===== src/rtl/pi_bus_sync_if.sv =====
// Bundle of Pi pad-side and register-file-side signals for pi_bus_sync.
// The slave modport is the sync stage; the master modport is whatever drives the Pi pins and answers reads.
interface pi_bus_sync_if #(
    parameter int ADDR_W = 6,
    parameter int DATA_W = 8
);
    logic              pi_clk;
    logic              pi_rw;
    logic [ADDR_W-1:0] pi_addr;
    logic [DATA_W-1:0] pi_data_i;
    logic [DATA_W-1:0] pi_data_o;
    logic              pi_data_oe;
    logic              wr_en;
    logic [ADDR_W-1:0] wr_addr;
    logic [DATA_W-1:0] wr_data;
    logic              rd_en;
    logic [ADDR_W-1:0] rd_addr;
    logic [DATA_W-1:0] rd_data;
    logic              overrun;
    logic [15:0]       txn_count;

    modport slave (
        input  pi_clk, pi_rw, pi_addr, pi_data_i, rd_data,
        output pi_data_o, pi_data_oe, wr_en, wr_addr, wr_data,
        output rd_en, rd_addr, overrun, txn_count
    );

    modport master (
        output pi_clk, pi_rw, pi_addr, pi_data_i, rd_data,
        input  pi_data_o, pi_data_oe, wr_en, wr_addr, wr_data,
        input  rd_en, rd_addr, overrun, txn_count
    );
endinterface


===== src/rtl/pi_bus_sync.sv =====
// Pi parallel-bus front end: synchronises the async Pi pins, turns each strobe rise into one
// register-file request and returns read data. Optional PI_BUS_GLITCH_FILTER_EN qualifies strobes.
module pi_bus_sync #(
    parameter int ADDR_W = 6,
    parameter int DATA_W = 8
) (
    input  logic         clk,
    input  logic         rst,
    pi_bus_sync_if.slave bus
);
    localparam int SYNC_W = 2 + ADDR_W + DATA_W;

    typedef enum logic [1:0] {
        ST_IDLE,
        ST_WR,
        ST_RD,
        ST_RD_CAP
    } state_t;

    // Synchroniser chain, all Pi inputs packed as {clk, rw, addr, data}
    logic [SYNC_W-1:0] sync_raw;
    logic [SYNC_W-1:0] s1_q, s1_d;
    logic [SYNC_W-1:0] s2_q, s2_d;
    logic              s3_clk_q, s3_clk_d;

    logic              s2_clk;
    logic              s2_rw;
    logic [ADDR_W-1:0] s2_addr;
    logic [DATA_W-1:0] s2_data;

    logic [1:0]        fill_q, fill_d;
    logic              armed_q, armed_d;
    logic              raw_edge;
    logic              edge_acc;

    state_t            state_q, state_d;
    logic              wr_en_q, wr_en_d;
    logic [ADDR_W-1:0] wr_addr_q, wr_addr_d;
    logic [DATA_W-1:0] wr_data_q, wr_data_d;
    logic              rd_en_q, rd_en_d;
    logic [ADDR_W-1:0] rd_addr_q, rd_addr_d;
    logic [DATA_W-1:0] pi_data_o_q, pi_data_o_d;
    logic              pi_data_oe_q, pi_data_oe_d;
    logic              overrun_q, overrun_d;
    logic [15:0]       txn_count_q, txn_count_d;

    assign sync_raw = {bus.pi_clk, bus.pi_rw, bus.pi_addr, bus.pi_data_i};

    generate
        for (genvar gi = 0; gi < SYNC_W; gi++) begin : g_sync
            assign s1_d[gi] = sync_raw[gi];
            assign s2_d[gi] = s1_q[gi];
        end
    endgenerate

    assign s2_clk  = s2_q[SYNC_W-1];
    assign s2_rw   = s2_q[SYNC_W-2];
    assign s2_addr = s2_q[DATA_W +: ADDR_W];
    assign s2_data = s2_q[0 +: DATA_W];

    // The chain holds reset zeros for two cycles, so a low s2 only counts once it is a real sample;
    // otherwise a strobe already high at reset release would look like a fresh rise.
    always_comb begin
        s3_clk_d = s2_clk;
        fill_d   = (fill_q == 2'd2) ? 2'd2 : fill_q + 2'd1;
        armed_d  = armed_q | ((fill_q == 2'd2) & ~s2_clk);
        raw_edge = s2_clk & ~s3_clk_q & armed_q;
    end

`ifdef PI_BUS_GLITCH_FILTER_EN
    logic [1:0] glt_cnt_q, glt_cnt_d;

    // Rise is accepted only after s2_clk stays high for two more cycles; a drop cancels it quietly.
    always_comb begin
        glt_cnt_d = 2'd0;
        edge_acc  = 1'b0;
        if (raw_edge) begin
            glt_cnt_d = 2'd1;
        end else if ((glt_cnt_q != 2'd0) && s2_clk) begin
            if (glt_cnt_q == 2'd2) begin
                edge_acc = 1'b1;
            end else begin
                glt_cnt_d = glt_cnt_q + 2'd1;
            end
        end
    end

    always_ff @(posedge clk) begin
        if (rst) begin
            glt_cnt_q <= 2'd0;
        end else begin
            glt_cnt_q <= glt_cnt_d;
        end
    end
`else
    assign edge_acc = raw_edge;
`endif

    always_comb begin
        state_d      = state_q;
        wr_en_d      = 1'b0;
        rd_en_d      = 1'b0;
        wr_addr_d    = wr_addr_q;
        wr_data_d    = wr_data_q;
        rd_addr_d    = rd_addr_q;
        pi_data_o_d  = pi_data_o_q;
        pi_data_oe_d = s2_rw;
        txn_count_d  = txn_count_q;
        overrun_d    = overrun_q;

        case (state_q)
            ST_IDLE: begin
                if (edge_acc) begin
                    if (s2_rw) begin
                        state_d   = ST_RD;
                        rd_en_d   = 1'b1;
                        rd_addr_d = s2_addr;
                    end else begin
                        state_d   = ST_WR;
                        wr_en_d   = 1'b1;
                        wr_addr_d = s2_addr;
                        wr_data_d = s2_data;
                    end
                end
            end
            ST_WR: begin
                txn_count_d = txn_count_q + 16'd1;
                state_d     = ST_IDLE;
            end
            ST_RD: begin
                state_d = ST_RD_CAP;
            end
            ST_RD_CAP: begin
                pi_data_o_d = bus.rd_data;
                txn_count_d = txn_count_q + 16'd1;
                state_d     = ST_IDLE;
            end
            default: begin
                state_d = ST_IDLE;
            end
        endcase

        // A strobe landing mid-transaction is dropped; only the sticky flag records it.
        if (edge_acc && (state_q != ST_IDLE)) begin
            overrun_d = 1'b1;
        end
    end

    always_ff @(posedge clk) begin
        if (rst) begin
            s1_q         <= '0;
            s2_q         <= '0;
            s3_clk_q     <= 1'b0;
            fill_q       <= 2'd0;
            armed_q      <= 1'b0;
            state_q      <= ST_IDLE;
            wr_en_q      <= 1'b0;
            wr_addr_q    <= '0;
            wr_data_q    <= '0;
            rd_en_q      <= 1'b0;
            rd_addr_q    <= '0;
            pi_data_o_q  <= '0;
            pi_data_oe_q <= 1'b0;
            overrun_q    <= 1'b0;
            txn_count_q  <= 16'd0;
        end else begin
            s1_q         <= s1_d;
            s2_q         <= s2_d;
            s3_clk_q     <= s3_clk_d;
            fill_q       <= fill_d;
            armed_q      <= armed_d;
            state_q      <= state_d;
            wr_en_q      <= wr_en_d;
            wr_addr_q    <= wr_addr_d;
            wr_data_q    <= wr_data_d;
            rd_en_q      <= rd_en_d;
            rd_addr_q    <= rd_addr_d;
            pi_data_o_q  <= pi_data_o_d;
            pi_data_oe_q <= pi_data_oe_d;
            overrun_q    <= overrun_d;
            txn_count_q  <= txn_count_d;
        end
    end

    assign bus.wr_en      = wr_en_q;
    assign bus.wr_addr    = wr_addr_q;
    assign bus.wr_data    = wr_data_q;
    assign bus.rd_en      = rd_en_q;
    assign bus.rd_addr    = rd_addr_q;
    assign bus.pi_data_o  = pi_data_o_q;
    assign bus.pi_data_oe = pi_data_oe_q;
    assign bus.overrun    = overrun_q;
    assign bus.txn_count  = txn_count_q;
endmodule


===== src/flat_wrapper.sv =====
// flat-port wrapper written by rule: the top's interface ports become plain ports
module pi_bus_sync_flat 
#(
    parameter int ADDR_W = 6,
    parameter int DATA_W = 8
)
  (clk, rst, bus_pi_clk, bus_pi_rw, bus_pi_addr, bus_pi_data_i, bus_rd_data, bus_pi_data_o, bus_pi_data_oe, bus_wr_en, bus_wr_addr, bus_wr_data, bus_rd_en, bus_rd_addr, bus_overrun, bus_txn_count);
  pi_bus_sync_if #(.ADDR_W(ADDR_W), .DATA_W(DATA_W)) bus_i ();
  input  logic clk;
  input  logic rst;
  input wire logic [$bits(bus_i.pi_clk)-1:0] bus_pi_clk;
  input wire logic [$bits(bus_i.pi_rw)-1:0] bus_pi_rw;
  input wire logic [$bits(bus_i.pi_addr)-1:0] bus_pi_addr;
  input wire logic [$bits(bus_i.pi_data_i)-1:0] bus_pi_data_i;
  input wire logic [$bits(bus_i.rd_data)-1:0] bus_rd_data;
  output wire logic [$bits(bus_i.pi_data_o)-1:0] bus_pi_data_o;
  output wire logic [$bits(bus_i.pi_data_oe)-1:0] bus_pi_data_oe;
  output wire logic [$bits(bus_i.wr_en)-1:0] bus_wr_en;
  output wire logic [$bits(bus_i.wr_addr)-1:0] bus_wr_addr;
  output wire logic [$bits(bus_i.wr_data)-1:0] bus_wr_data;
  output wire logic [$bits(bus_i.rd_en)-1:0] bus_rd_en;
  output wire logic [$bits(bus_i.rd_addr)-1:0] bus_rd_addr;
  output wire logic [$bits(bus_i.overrun)-1:0] bus_overrun;
  output wire logic [$bits(bus_i.txn_count)-1:0] bus_txn_count;
  assign bus_i.pi_clk = bus_pi_clk;
  assign bus_i.pi_rw = bus_pi_rw;
  assign bus_i.pi_addr = bus_pi_addr;
  assign bus_i.pi_data_i = bus_pi_data_i;
  assign bus_i.rd_data = bus_rd_data;
  assign bus_pi_data_o = bus_i.pi_data_o;
  assign bus_pi_data_oe = bus_i.pi_data_oe;
  assign bus_wr_en = bus_i.wr_en;
  assign bus_wr_addr = bus_i.wr_addr;
  assign bus_wr_data = bus_i.wr_data;
  assign bus_rd_en = bus_i.rd_en;
  assign bus_rd_addr = bus_i.rd_addr;
  assign bus_overrun = bus_i.overrun;
  assign bus_txn_count = bus_i.txn_count;
  pi_bus_sync #(.ADDR_W(ADDR_W), .DATA_W(DATA_W)) u_core (.clk(clk), .rst(rst), .bus(bus_i));
endmodule

===== config.mk =====
export PLATFORM = sky130hd
export DESIGN_NAME = pi_bus_sync_flat
export DESIGN_NICKNAME = d
export VERILOG_FILES = /design/src/rtl/pi_bus_sync_if.sv /design/src/rtl/pi_bus_sync.sv /design/src/flat_wrapper.sv
export SDC_FILE = /design/constraint.sdc
export NUM_CORES = 1
export LEC_CHECK = 0
export ABC_AREA = 1
export CAP_MARGIN = 20
export CORE_MARGIN = 3
export CORE_UTILIZATION = 23
export CTS_CLUSTER_DIAMETER = 60
export DETAILED_ROUTE_END_ITERATION = 6
export PLACE_DENSITY = 0.45
export SLEW_MARGIN = 20
export SYNTH_ARGS = -nofsm -noshare
export SYNTH_HDL_FRONTEND = slang
export SYNTH_SLANG_ARGS = --single-unit

===== constraint.sdc =====
create_clock -name clk -period 1.7 [get_ports clk]
set_input_delay 0.255 -clock clk [delete_from_list [all_inputs] [get_ports clk]]
set_output_delay 0.255 -clock clk [all_outputs]
set_load 0.02 [all_outputs]

# [Word level (Yosys, flattened, before mapping)]
# Cells that the tools add are included.
[totals] elab_cells=46 out_inout_bits=48 ff_bits=86
[classes] n_eq_ne=5 addsub=2 n_reduce_logical=8 mux=6 bitwise_logic=9
[op_table] operator="$add 16x1->16 const B" n=1
[op_table] operator="$eq 2x2->1 const B" n=3
[op_table] operator="$mux 2" n=3
[op_table] operator="$pmux 2 s3" n=1
[op_table] operator="$reduce_and 3->1" n=2
[op_table] operator="$not 1->1" n=5
[op_table] operator="$reduce_or 2->1" n=2
[op_table] operator="$and 1x1->1" n=3
[op_table] operator="$reduce_or 3->1" n=1
[op_table] operator="$add 2x1->2 const B" n=1
[op_table] operator="$eq 2x1->1 const B" n=1
[op_table] operator="$logic_not 2->1" n=1
[op_table] operator="$mux 1" n=2
[op_table] operator="$ne 2x1->1 const B" n=1
[op_table] operator="$reduce_bool 2->1" n=1
[op_table] operator="$logic_and 1x1->1" n=1
[op_table] operator="$or 1x1->1" n=1

# [Longest topological paths before layout]
# Gate-level depths: netlist (run 1).
[logic_depth] ltp_word=5 mapped_depth=9 ltp_nobuf=8

# [Worst setup path after synthesis (run 1)]
# No wires, ideal clock.
[synth_timing] kind="register to register" startpoint="register u_core.txn_count_q[0] (netlist: u_core.bus.txn_count[0])" endpoint="register u_core.txn_count_q[8] (netlist: u_core.bus.txn_count[8])" n_path_buf=0 arrival_time_ns=1.269 path_stages_with_launch=7 synth_period_minus_slack_ns=1.388 setup_time_ns=0.119 path_slack_ns=0.312 required_time_ns=1.581 path_cell_list="dfxtp_1 > ha_1 > nand3_1 > nor2_2 > nand2_1 > o21ai_0 > a21oi_1"
[synth_between] elab_chain_cells=1
[synth_lines] item="start: declaration" line_no="pi_bus_sync.sv:45" source="logic [15:0] txn_count_q, txn_count_d;"
[synth_lines] item="start signal: assignment" line_no="pi_bus_sync.sv:181" source="txn_count_q <= txn_count_d;"
[synth_lines] item="$add 16x1->16" line_no="pi_bus_sync.sv:127, pi_bus_sync.sv:135"
# No other way between the ends.
# A chain may end at the register's enable or synchronous reset.

# [Final worst setup path (run 1)]
[layout_timing] startpoint="register u_core.txn_count_q[0] (netlist: u_core.bus.txn_count[0])" endpoint="output bus_txn_count[0]"
[layout_lines] item="end: declaration" line_no="flat_wrapper.sv:24" source="output wire logic [$bits(bus_i.txn_count)-1:0] bus_txn_count;"
# No word-level cell between the ends.

==> results.toml, run 1 <==
[status]
outcome = "finished, final reports clean"

[clock_network]
cts.sinks = 86
clockBufferDepth = 2
clk_latency_ps = 330
cts_resized = 0
numCtsBuffers = 9
ctsHoldBuffers = 0
post_cts_buffers = 0
clkTransAtPathRegs_ps = 60
cts_root_buf = "clkbuf_16"
cts_tree = "done"
htreeDepth = 3

[sta]
period_needed_ps = 1630
rsz0062_at_grt = "no"
max_slew_margin_pct = 74.6
fin_ws_ps = 69.7
worstMarginPinSlew_ps = 380
setup-tns-final_ps = 0
clock.fmax_ghz = 0.613
setup_violations = 0
finalMaxSlewViolations = 0
final_hold_viol_count = 0
timing.final.crit_share_pct = 95.9
hold-worst-slack_ps = 300
final.setup_skew_ps = 6.77

[synth]
synth_fp_nets = 403
yosys.area_share.simple_pct = 23.5
synth_top_family_by_area = "simple AND/OR/NAND/NOR gates"
synth_commonest_cells = "nor2_1 (116), dfxtp_1 (86), inv_1 (53)"
yosysMostFrequentCell = "nor2_1"
synth_compound_area_share_pct = 8.45
synth.distinct_cells = 26
ys_seq_area_share_pct = 57.8
synthAdderAreaFrac_pct = 0.841
ys_warn_count = 0
synthXorXnorAreaFrac_pct = 0.294
synth_top_area_share_pct = 57.8
synthTopCellsByArea = "dfxtp_1 (58%), nor2_1 (15%), inv_1 (6.7%), o21ai_0 (4.2%), nand2_1 (3.7%)"
syn_avg_cell_area_um2 = 7.94
synth-main-ff-cell = "dfxtp_1"
syn_inst = 375
synth_mux_area_share_pct = 0
ys_ff_latch = 86
yosysTopAreaCell = "dfxtp_1"
syn_area_mm2 = 0.00298
ys_async_sr_fraction_pct = 0
synth_edf_count = 0

[cells_and_area]
nets = 478
utilization_pct = 34.0
multi_input_area_um2 = 985
diodes = 0
layout.cells.non_filler = 622
layout-drive-gt1-share_pct = 5.95
area_growth_pct = 40.5
n_fill_cell = 1369
seqCellArea_mm2 = 0.00172

[min_path]
hold_path_end = "u_core.fill_q[1]$_SDFF_PP0_"
whs_path_depth = 2
hp-start = "rst"
min_path_type = "input pin to flop"

[worst_setup_path]
critPathTopFamily = "buffers and inverters"
slowest_delay_ps = 660
worstReg2RegStart = "u_core.state_q[0]$_SDFFE_PP0P_"
cp_max_fo = 5
crit_type = "flop to output pin"
crit_slowest_cell = "clkdlybuf4s50_1"
cp-end-kind = "output pin"
cp.required_ps = 1440
regToRegSetupSlack_ps = 180
arrival_ps = 1380
reg2regPathDepth = 5
path_buf_inv = 1
reg2reg_to = "u_core.bus.txn_count[7]$_SDFFE_PP0P_"
crit_chain = "clkdlybuf4s50_1"
start_kind = "flop"

[global_route]
grt_overflow = 0
grt_pass1_vias = 2280
track_usage_pct = 9.92
grt_max_degree = 38
antenna_found_initial = 0
grt_pass1_wl_mm = 11.3

[routing]
routed_via_density = 3.92
drt-total-wl_mm = 6.80
drc_errors = 0
vias = 2439
ant_nets = 0
first_iter_violations = 121
dr.pass1.iters = 4
routedWlPerCell_um = 10.9

[die]
start_util_pct = 24.2
floorplan.die_area_mm2 = 0.0143
core_mm2 = 0.0123
io-pin-count = 74
die_w_um = 120
rows = 40
dieHeight_um = 120

[job]
maxCapViolCount = 0

[placement]
portBuffers = 73
hpwl_mm = 4.88
post-place-ws_ps = 207
gp_congestion = 0.760
dp_cells = 607

[pwr]
p_leak_nw = 1.78
power.density_mw_per_mm2 = 1020
ir_worst_vdd_v = 0.000453
-- state kept, by name, indices dropped and copies added (netlist names) --
signal                 count
u_core.armed_q             1
u_core.bus.wr_data         8
u_core.bus.txn_count      16
u_core.bus.rd_addr         6
u_core.fill_q              2
u_core.bus.pi_data_o       8
u_core.bus.wr_addr         6
u_core.s2_q               16
u_core.s3_clk_q            1
u_core.bus.wr_en           1
u_core.bus.rd_en           1
u_core.s1_q               16
u_core.bus.overrun         1
u_core.state_q             2
u_core.bus.pi_data_oe      1
-- logic make-up (layout without fill, tap and decap cells) --
kind of cell / Yosys count / count (layout)
flops: 86 / 86
xor+xnor: 1 / 1
fa+ha+maj: 2 / 2
simple gates: 170 / 170
compound gates: 49 / 49
buf+inv: 67 / 146
-- layer usage --
metal  track usage [%]  up-vias  share of wire [%]
met3              3.30       10                5.2
met4              4.29        0                1.9
met5                 0        -                  0
met1              12.7     1072                 48
met2              15.2       59                 44
li1                  -     1298                  -
-- metrics by stage --
step,cell area (um2),total power [W]
2_1_floorplan,2980,0.00225
3_3_place_gp,3870,0.00235
3_5_place_dp,3870,0.00235
4_1_cts,4170,0.00432
5_1_grt,4180,0.00445
6_report,4180,0.00425
-- where the power goes --
part | internal, W | switching, W
Sequential | 0.00207 | 0.0000222
Clock | 0.00118 | 0.000767
Combinational | 0.000104 | 0.000105
Total | 0.00335 | 0.000894
-- placed cells by master, fill, tap and decap left out --
master	Yosys	layout
clkinv_4	0	1
inv_6	0	1
a211oi_1	1	1
o21ai_1	9	9
dfxtp_1	86	86
a31oi_1	1	1
a21oi_1	12	12
clkbuf_8	0	1
clkinv_2	1	1
o21a_1	1	1
nand4_1	4	4
inv_2	2	2
xor2_1	1	1
inv_1	53	53
clkbuf_1	5	1
buf_2	2	1
clkinvlp_4	0	1
nand2_2	1	1
nand2_4	1	1
clkdlybuf4s50_1	0	66
clkbuf_16	0	9
nor4_1	1	1
ha_1	2	2
nor2_4	2	2
nor3_1	5	5
bufinv_16	0	1
o21ai_0	25	25
nand3_1	8	8
nor2_2	3	3
nand2_1	29	29
nor2_1	116	116
buf_4	0	2
dlymetal6s2s_1	0	6
-- final cells by class --
cell class	instances	area share [%]
clock inverter	4	1.32
inverter	56	5.06
sequential	86	41.2
multi-input combinational	222	23.5
clock buffer	11	5.80
timing repair buffer	75	18.1
tap	168	5.03
-- how the worst max path moves through the flow --
stage,from,endpoint,slack [ps],depth (start not counted)
2_1_floorplan,u_core.bus.txn_count[0]$_SDFFE_PP0P_,u_core.bus.txn_count[8]$_SDFFE_PP0P_,310,6
3_3_place_gp,u_core.state_q[0]$_SDFFE_PP0P_,u_core.bus.wr_data[3]$_SDFFE_PP0P_,240,7
3_5_place_dp,u_core.state_q[0]$_SDFFE_PP0P_,u_core.bus.wr_addr[5]$_SDFFE_PP0P_,210,7
4_1_cts,u_core.bus.txn_count[10]$_SDFFE_PP0P_,bus_txn_count[10],20,1
5_1_grt,u_core.bus.txn_count[2]$_SDFFE_PP0P_,bus_txn_count[2],20,1
6_report,u_core.bus.txn_count[0]$_SDFFE_PP0P_,bus_txn_count[0],70,1
No activity file was read; power rests on OpenSTA's default activity.
==> run 2: changes to the inputs <==
--- a/config.mk
+++ b/config.mk
@@ -5,13 +5,14 @@
 export SDC_FILE = /design/constraint.sdc
 export NUM_CORES = 1
 export LEC_CHECK = 0
-export ABC_AREA = 1
 export CAP_MARGIN = 20
+export CORE_ASPECT_RATIO = 0.9
 export CORE_MARGIN = 3
 export CORE_UTILIZATION = 23
 export CTS_CLUSTER_DIAMETER = 60
 export DETAILED_ROUTE_END_ITERATION = 6
-export PLACE_DENSITY = 0.45
+export DONT_BUFFER_PORTS = 1
+export PLACE_DENSITY = 0.38
 export SLEW_MARGIN = 20
 export SYNTH_ARGS = -nofsm -noshare
 export SYNTH_HDL_FRONTEND = slang
==> results.toml, run 2 <==
[routing]
routedWlPerCell_um = 12.8
vias = 2027
routed_via_density = 4.09
first_iter_violations = 60
drt-total-wl_mm = 6.35
ant_nets = 0
drc_errors = 0
dr.pass1.iters = 4

[sta]
final_hold_viol_count = 0
finalMaxSlewViolations = 0
worstMarginPinSlew_ps = 376
setup_violations = 0
period_needed_ps = 1520
final.setup_skew_ps = 4.71
setup-tns-final_ps = 0
timing.final.crit_share_pct = 89.6
rsz0062_at_grt = "no"
clock.fmax_ghz = 0.656
max_slew_margin_pct = 74.9
fin_ws_ps = 176

[synth]
synthTopCellsByArea = "dfxtp_1 (59%), nor2b_1 (7.3%), nand2_1 (5.4%), a21oi_1 (4.3%), nor2_1 (4.3%)"
ys_ff_latch = 86
synth.distinct_cells = 27
yosys.area_share.simple_pct = 26.0
syn_inst = 296
synth_top_area_share_pct = 59.2
synth_fp_nets = 324
syn_avg_cell_area_um2 = 9.83
synth_mux_area_share_pct = 2.92
synth-main-ff-cell = "dfxtp_1"
synth_edf_count = 0
yosysMostFrequentCell = "dfxtp_1"
synth_commonest_cells = "dfxtp_1 (86), nand2_1 (42), nor2b_1 (34)"
yosysTopAreaCell = "dfxtp_1"
ys_async_sr_fraction_pct = 0
synthXorXnorAreaFrac_pct = 3.91
synthAdderAreaFrac_pct = 0.860
ys_warn_count = 0
synth_compound_area_share_pct = 4.47
synth_top_family_by_area = "simple AND/OR/NAND/NOR gates"
ys_seq_area_share_pct = 59.2
syn_area_mm2 = 0.00291

[placement]
post-place-ws_ps = 203
dp_cells = 462
hpwl_mm = 4.06
gp_congestion = 0.723
portBuffers = 0
postPlaceCellArea_mm2 = 0.00320

[global_route]
grt_pass1_vias = 1950
track_usage_pct = 9.63
antenna_found_initial = 0
grt_max_degree = 69
grt_pass1_wl_mm = 10.4
grt_overflow = 0

[status]
outcome = "finished, final reports clean"

[pwr]
p_leak_nw = 1.42
combPwrFrac_pct = 3.0
netSwitchingPower_w = 0.000849
p_int_w = 0.00320
power.density_mw_per_mm2 = 1110
ir_worst_vdd_v = 0.000516
p_total_w = 0.00405
swShare_pct = 21.0
clkPwrFrac_pct = 45.5
p_seq_share_pct = 51.5

[cells_and_area]
final_cell_area_mm2 = 0.00366
layout.cells.non_filler = 495
diodes = 0
nets = 358
n_fill_cell = 1293
final_common_cell = "dfxtp_1"
mostFrequentLayoutCells = "dfxtp_1 (86), nand2_1 (42), nor2b_1 (34)"
area_growth_pct = 25.9
layout-drive-gt1-share_pct = 12.8

[clock_network]
post_cts_buffers = 0
clk_latency_ps = 340
cts_root_buf = "clkbuf_16"
clkTransAtPathRegs_ps = 60
cts_tree = "done"
numCtsBuffers = 9
ctsHoldBuffers = 17
cts.sinks = 86
htreeDepth = 3
cts_resized = 0
clockBufferDepth = 2

[min_path]
hold_path_end = "u_core.s1_q[1]$_SDFF_PP0_"
hp-start = "bus_pi_data_i[1]"
whs_path_depth = 1
min_path_type = "input pin to flop"

[worst_setup_path]
reg2reg_to = "u_core.bus.overrun$_SDFFE_PP0P_"
crit_type = "flop to flop"
cp-end-kind = "flop"
cp_max_fo = 10
crit_slowest_cell = "dfxtp_1"
slowest_delay_ps = 550
cp.required_ps = 1980
start_kind = "flop"
critPathTopFamily = "flip-flops"
crit_chain = "nor2_1 > nor2_1 > nor2_1 > nor2_1 > dlygate4sd3_1"
crit_top_cell = "nor2_1"
arrival_ps = 1800
reg2regPathDepth = 5
path_buf_inv = 1
regToRegSetupSlack_ps = 180
worstReg2RegStart = "u_core.state_q[0]$_SDFFE_PP0P_"

[die]
core_mm2 = 0.0122
io-pin-count = 74
start_util_pct = 23.8
die_w_um = 125
rows = 38
floorplan.die_area_mm2 = 0.0140
dieHeight_um = 113

[job]
maxCapViolCount = 0
-- run 2: worst max path at each step --
| stage | from | end | slack (ps) | depth (start not counted) |
|---|---|---|---|---|
| after floorplan | u_core.bus.txn_count[0]$_SDFFE_PP0P_ | u_core.bus.txn_count[14]$_SDFFE_PP0P_ | 210 | 5 |
| after global placement | u_core.state_q[0]$_SDFFE_PP0P_ | u_core.bus.txn_count[14]$_SDFFE_PP0P_ | 250 | 4 |
| after detailed placement | u_core.state_q[0]$_SDFFE_PP0P_ | u_core.bus.txn_count[14]$_SDFFE_PP0P_ | 200 | 4 |
| after CTS | u_core.state_q[0]$_SDFFE_PP0P_ | u_core.bus.overrun$_SDFFE_PP0P_ | 160 | 5 |
| after global routing | u_core.state_q[0]$_SDFFE_PP0P_ | u_core.bus.overrun$_SDFFE_PP0P_ | 20 | 5 |
| final | u_core.state_q[0]$_SDFFE_PP0P_ | u_core.bus.overrun$_SDFFE_PP0P_ | 180 | 5 |
-- run 2: kinds of logic after synthesis --
| group | Yosys count |
|---|---|
| simple gates | 143 |
| buf+inv | 18 |
| flops | 86 |
| xor+xnor | 13 |
| compound gates | 26 |
| fa+ha+maj | 2 |
| mux | 8 |
-- run 2: worst register-to-register path, stage by stage, from the launching register on --
cell           delay (ps)
dfxtp_1               550
nor2_1                150
nor2_1                110
nor2_1                 40
nor2_1                 80
dlygate4sd3_1         540
-- run 2: stage by stage --
stage / util [%] / hold slack (ps)
2_1_floorplan: - / 334
3_3_place_gp: 26.2 / 335
3_5_place_dp: 26.2 / 335
4_1_cts: 30.0 / 27.8
5_1_grt: 30.0 / 26.2
6_report: 30.0 / 46.4
-- run 2: layer usage --
layer | global-route usage [%] | wire length [um] | up-vias
met3 | 4.81 | 461 | 9
met5 | 0 | 0 | -
met2 | 14.6 | 2910 | 47
met1 | 11.5 | 2850 | 942
met4 | 4.60 | 125 | 0
li1 | - | - | 1029
-- run 2: power by group through the flow --
stage / Sequential (W) / Combinational (W) / Clock, W
after floorplan: 0.00213 / 0.0000749 / 0
after global placement: 0.00213 / 0.0000594 / 0
after global routing: 0.00209 / 0.000139 / 0.00201
final: 0.00209 / 0.000122 / 0.00184
after detailed placement: 0.00213 / 0.0000595 / 0
after CTS: 0.00209 / 0.000124 / 0.00193
-- run 2: area by class of cell --
class	instances	area, um2	share of cell area [%]
sequential	86	1720	47.0
inverter	4	15.0	0.410
timing repair buffer	37	338	9.22
tap	160	200	5.46
clock inverter	3	18.8	0.512
multi-input combinational	192	1110	30.3
clock buffer	13	260	7.10
==> run 3: changes to the inputs <==
==> constraint.sdc (replaced) <==
create_clock -name clk -period 1.55 [get_ports clk]
set_input_delay 0.2325 -clock clk [delete_from_list [all_inputs] [get_ports clk]]
set_output_delay 0.2325 -clock clk [all_outputs]
set_load 0.02 [all_outputs]
==> results.toml, run 3 (same netlist as run 2, synthesis figures left out) <==
[worst_setup_path]
regToRegSetupSlack_ps = 100
crit_chain = "buf_6 > xnor2_1 > nor2_1 > dlygate4sd3_1"
cp-end-kind = "flop"
crit_type = "flop to flop"
critPathTopFamily = "buffers and inverters"
start_kind = "flop"
cp_max_fo = 13
path_buf_inv = 2
arrival_ps = 1680
crit_slowest_cell = "dlygate4sd3_1"
slowest_delay_ps = 550
cp.required_ps = 1780

[routing]
highest_layer = "met4"
wl_met2_mm = 3.05
routedWlPerCell_um = 13.3
drt-total-wl_mm = 6.70
dr.pass1.iters = 4
drc_errors = 0
first_iter_violations = 83
vias = 2053
ant_nets = 0
routed_via_density = 4.07
met3_length_um = 402
wl_met1_mm = 3.08

[cells_and_area]
final_cell_area_mm2 = 0.00380
n_fill_cell = 1292
seqCellArea_mm2 = 0.00172
multi_input_area_mm2 = 0.00112
layout-drive-gt1-share_pct = 13.0
final_common_cell = "dfxtp_1"
nets = 368
mostFrequentLayoutCells = "dfxtp_1 (86), nand2_1 (42), nor2b_1 (34)"
area_growth_pct = 30.4
diodes = 0

[sta]
period_needed_ps = 1450
setup-tns-final_ps = 0
finalMaxSlewViolations = 0
max_slew_margin_pct = 78.9
final_hold_viol_count = 0
worstMarginPinSlew_ps = 315
rsz0062_at_grt = "no"
setup_violations = 0
final.setup_skew_ps = 5.42
timing.final.crit_share_pct = 93.8
clock.fmax_ghz = 0.688

[clock_network]
numCtsBuffers = 9
cts_tree = "done"
cts_root_buf = "clkbuf_16"
post_cts_buffers = 0
clockBufferDepth = 2
cts.sinks = 86
clkTransAtPathRegs_ps = 60
clk_latency_ps = 340
htreeDepth = 3

[die]
io-pin-count = 74
start_util_pct = 23.8
core_mm2 = 0.0122
rows = 38
dieHeight_um = 113
floorplan.die_area_mm2 = 0.0140
die_w_um = 125

[pwr]
clkPwrFrac_pct = 46.8
swShare_pct = 20.3
p_leak_nw = 1.49
combPwrFrac_pct = 3.2
p_seq_share_pct = 50.0
ir_worst_vdd_v = 0.000543
netSwitchingPower_w = 0.000931
p_total_w = 0.00458
power.density_mw_per_mm2 = 1210
p_int_w = 0.00365

[placement]
postPlaceCellArea_mm2 = 0.00323
gp_congestion = 0.725
hpwl_mm = 4.21
portBuffers = 0

[global_route]
grt_pass1_wl_mm = 11.0
track_usage_pct = 10.2
grt_overflow = 0
grt_pass1_vias = 2124
grt_max_degree = 61
antenna_found_initial = 0

[job]
maxCapViolCount = 0

[min_path]
min_path_type = "input pin to flop"

[status]
outcome = "finished, final reports clean"
## run 3: layout make-up
| class | count | share of cell area, % |
|---|---|---|
| clock buffers | 13 | 6.59 |
| clock inverters | 3 | 1.15 |
| inverters | 4 | 0.396 |
| multi-input cells | 192 | 29.4 |
| flip-flops and latches | 86 | 45.4 |
| well taps | 160 | 5.27 |
| repair buffers | 47 | 11.8 |
## run 3: worst reg2reg max path: stages (launching register included)
cell	delay, ps
dfxtp_1	420
buf_6	190
xnor2_1	130
nor2_1	50
dlygate4sd3_1	550
## run 3: power groups by stage
stage | Sequential (W) | Combinational (W) | Clock [W]
2_1_floorplan | 0.00233 | 0.0000821 | 0
3_3_place_gp | 0.00234 | 0.0000675 | 0
3_5_place_dp | 0.00234 | 0.0000690 | 0
4_1_cts | 0.00229 | 0.000151 | 0.00226
5_1_grt | 0.00229 | 0.000168 | 0.00233
6_report | 0.00229 | 0.000148 | 0.00214
## run 3: layer usage
metal / vias up / GRT usage, %
met4: 0 / 5.70
met3: 13 / 3.96
met5: - / 0
met2: 46 / 16.0
li1: 1050 / -
met1: 944 / 12.0
## run 3: path summary, 6_finish.rpt
check,from,endpoint,depth (start not counted)
max,u_core.state_q[0]$_SDFFE_PP0P_,u_core.bus.txn_count[0]$_SDFFE_PP0P_,4
min,bus_pi_addr[2],u_core.s1_q[10]$_SDFF_PP0_,1
max reg2reg,u_core.state_q[0]$_SDFFE_PP0P_,u_core.bus.txn_count[0]$_SDFFE_PP0P_,4
min reg2reg,u_core.s2_q[0]$_SDFF_PP0_,u_core.bus.wr_data[0]$_SDFFE_PP0P_,2
## run 3: stage by stage
step / instances / utilization [%] / hold slack, ps / worst slack, ps
after floorplan: 296 / - / 312 / 60.3
after global placement: 464 / 26.4 / 312 / 140
after detailed placement: 464 / 26.4 / 311 / 83.5
after CTS: 505 / 31.0 / 3.61 / 44.4
after global routing: 505 / 31.1 / 25.6 / 6.63
final: 505 / 31.1 / 23.2 / 95.8
## run 3: repair_timing
item                                   in CTS  in global routing
hold buffers                               25                  0
endpoints found under the hold margin      84                  0
resized for setup                           0                  2
setup endpoints to repair                   0                  4
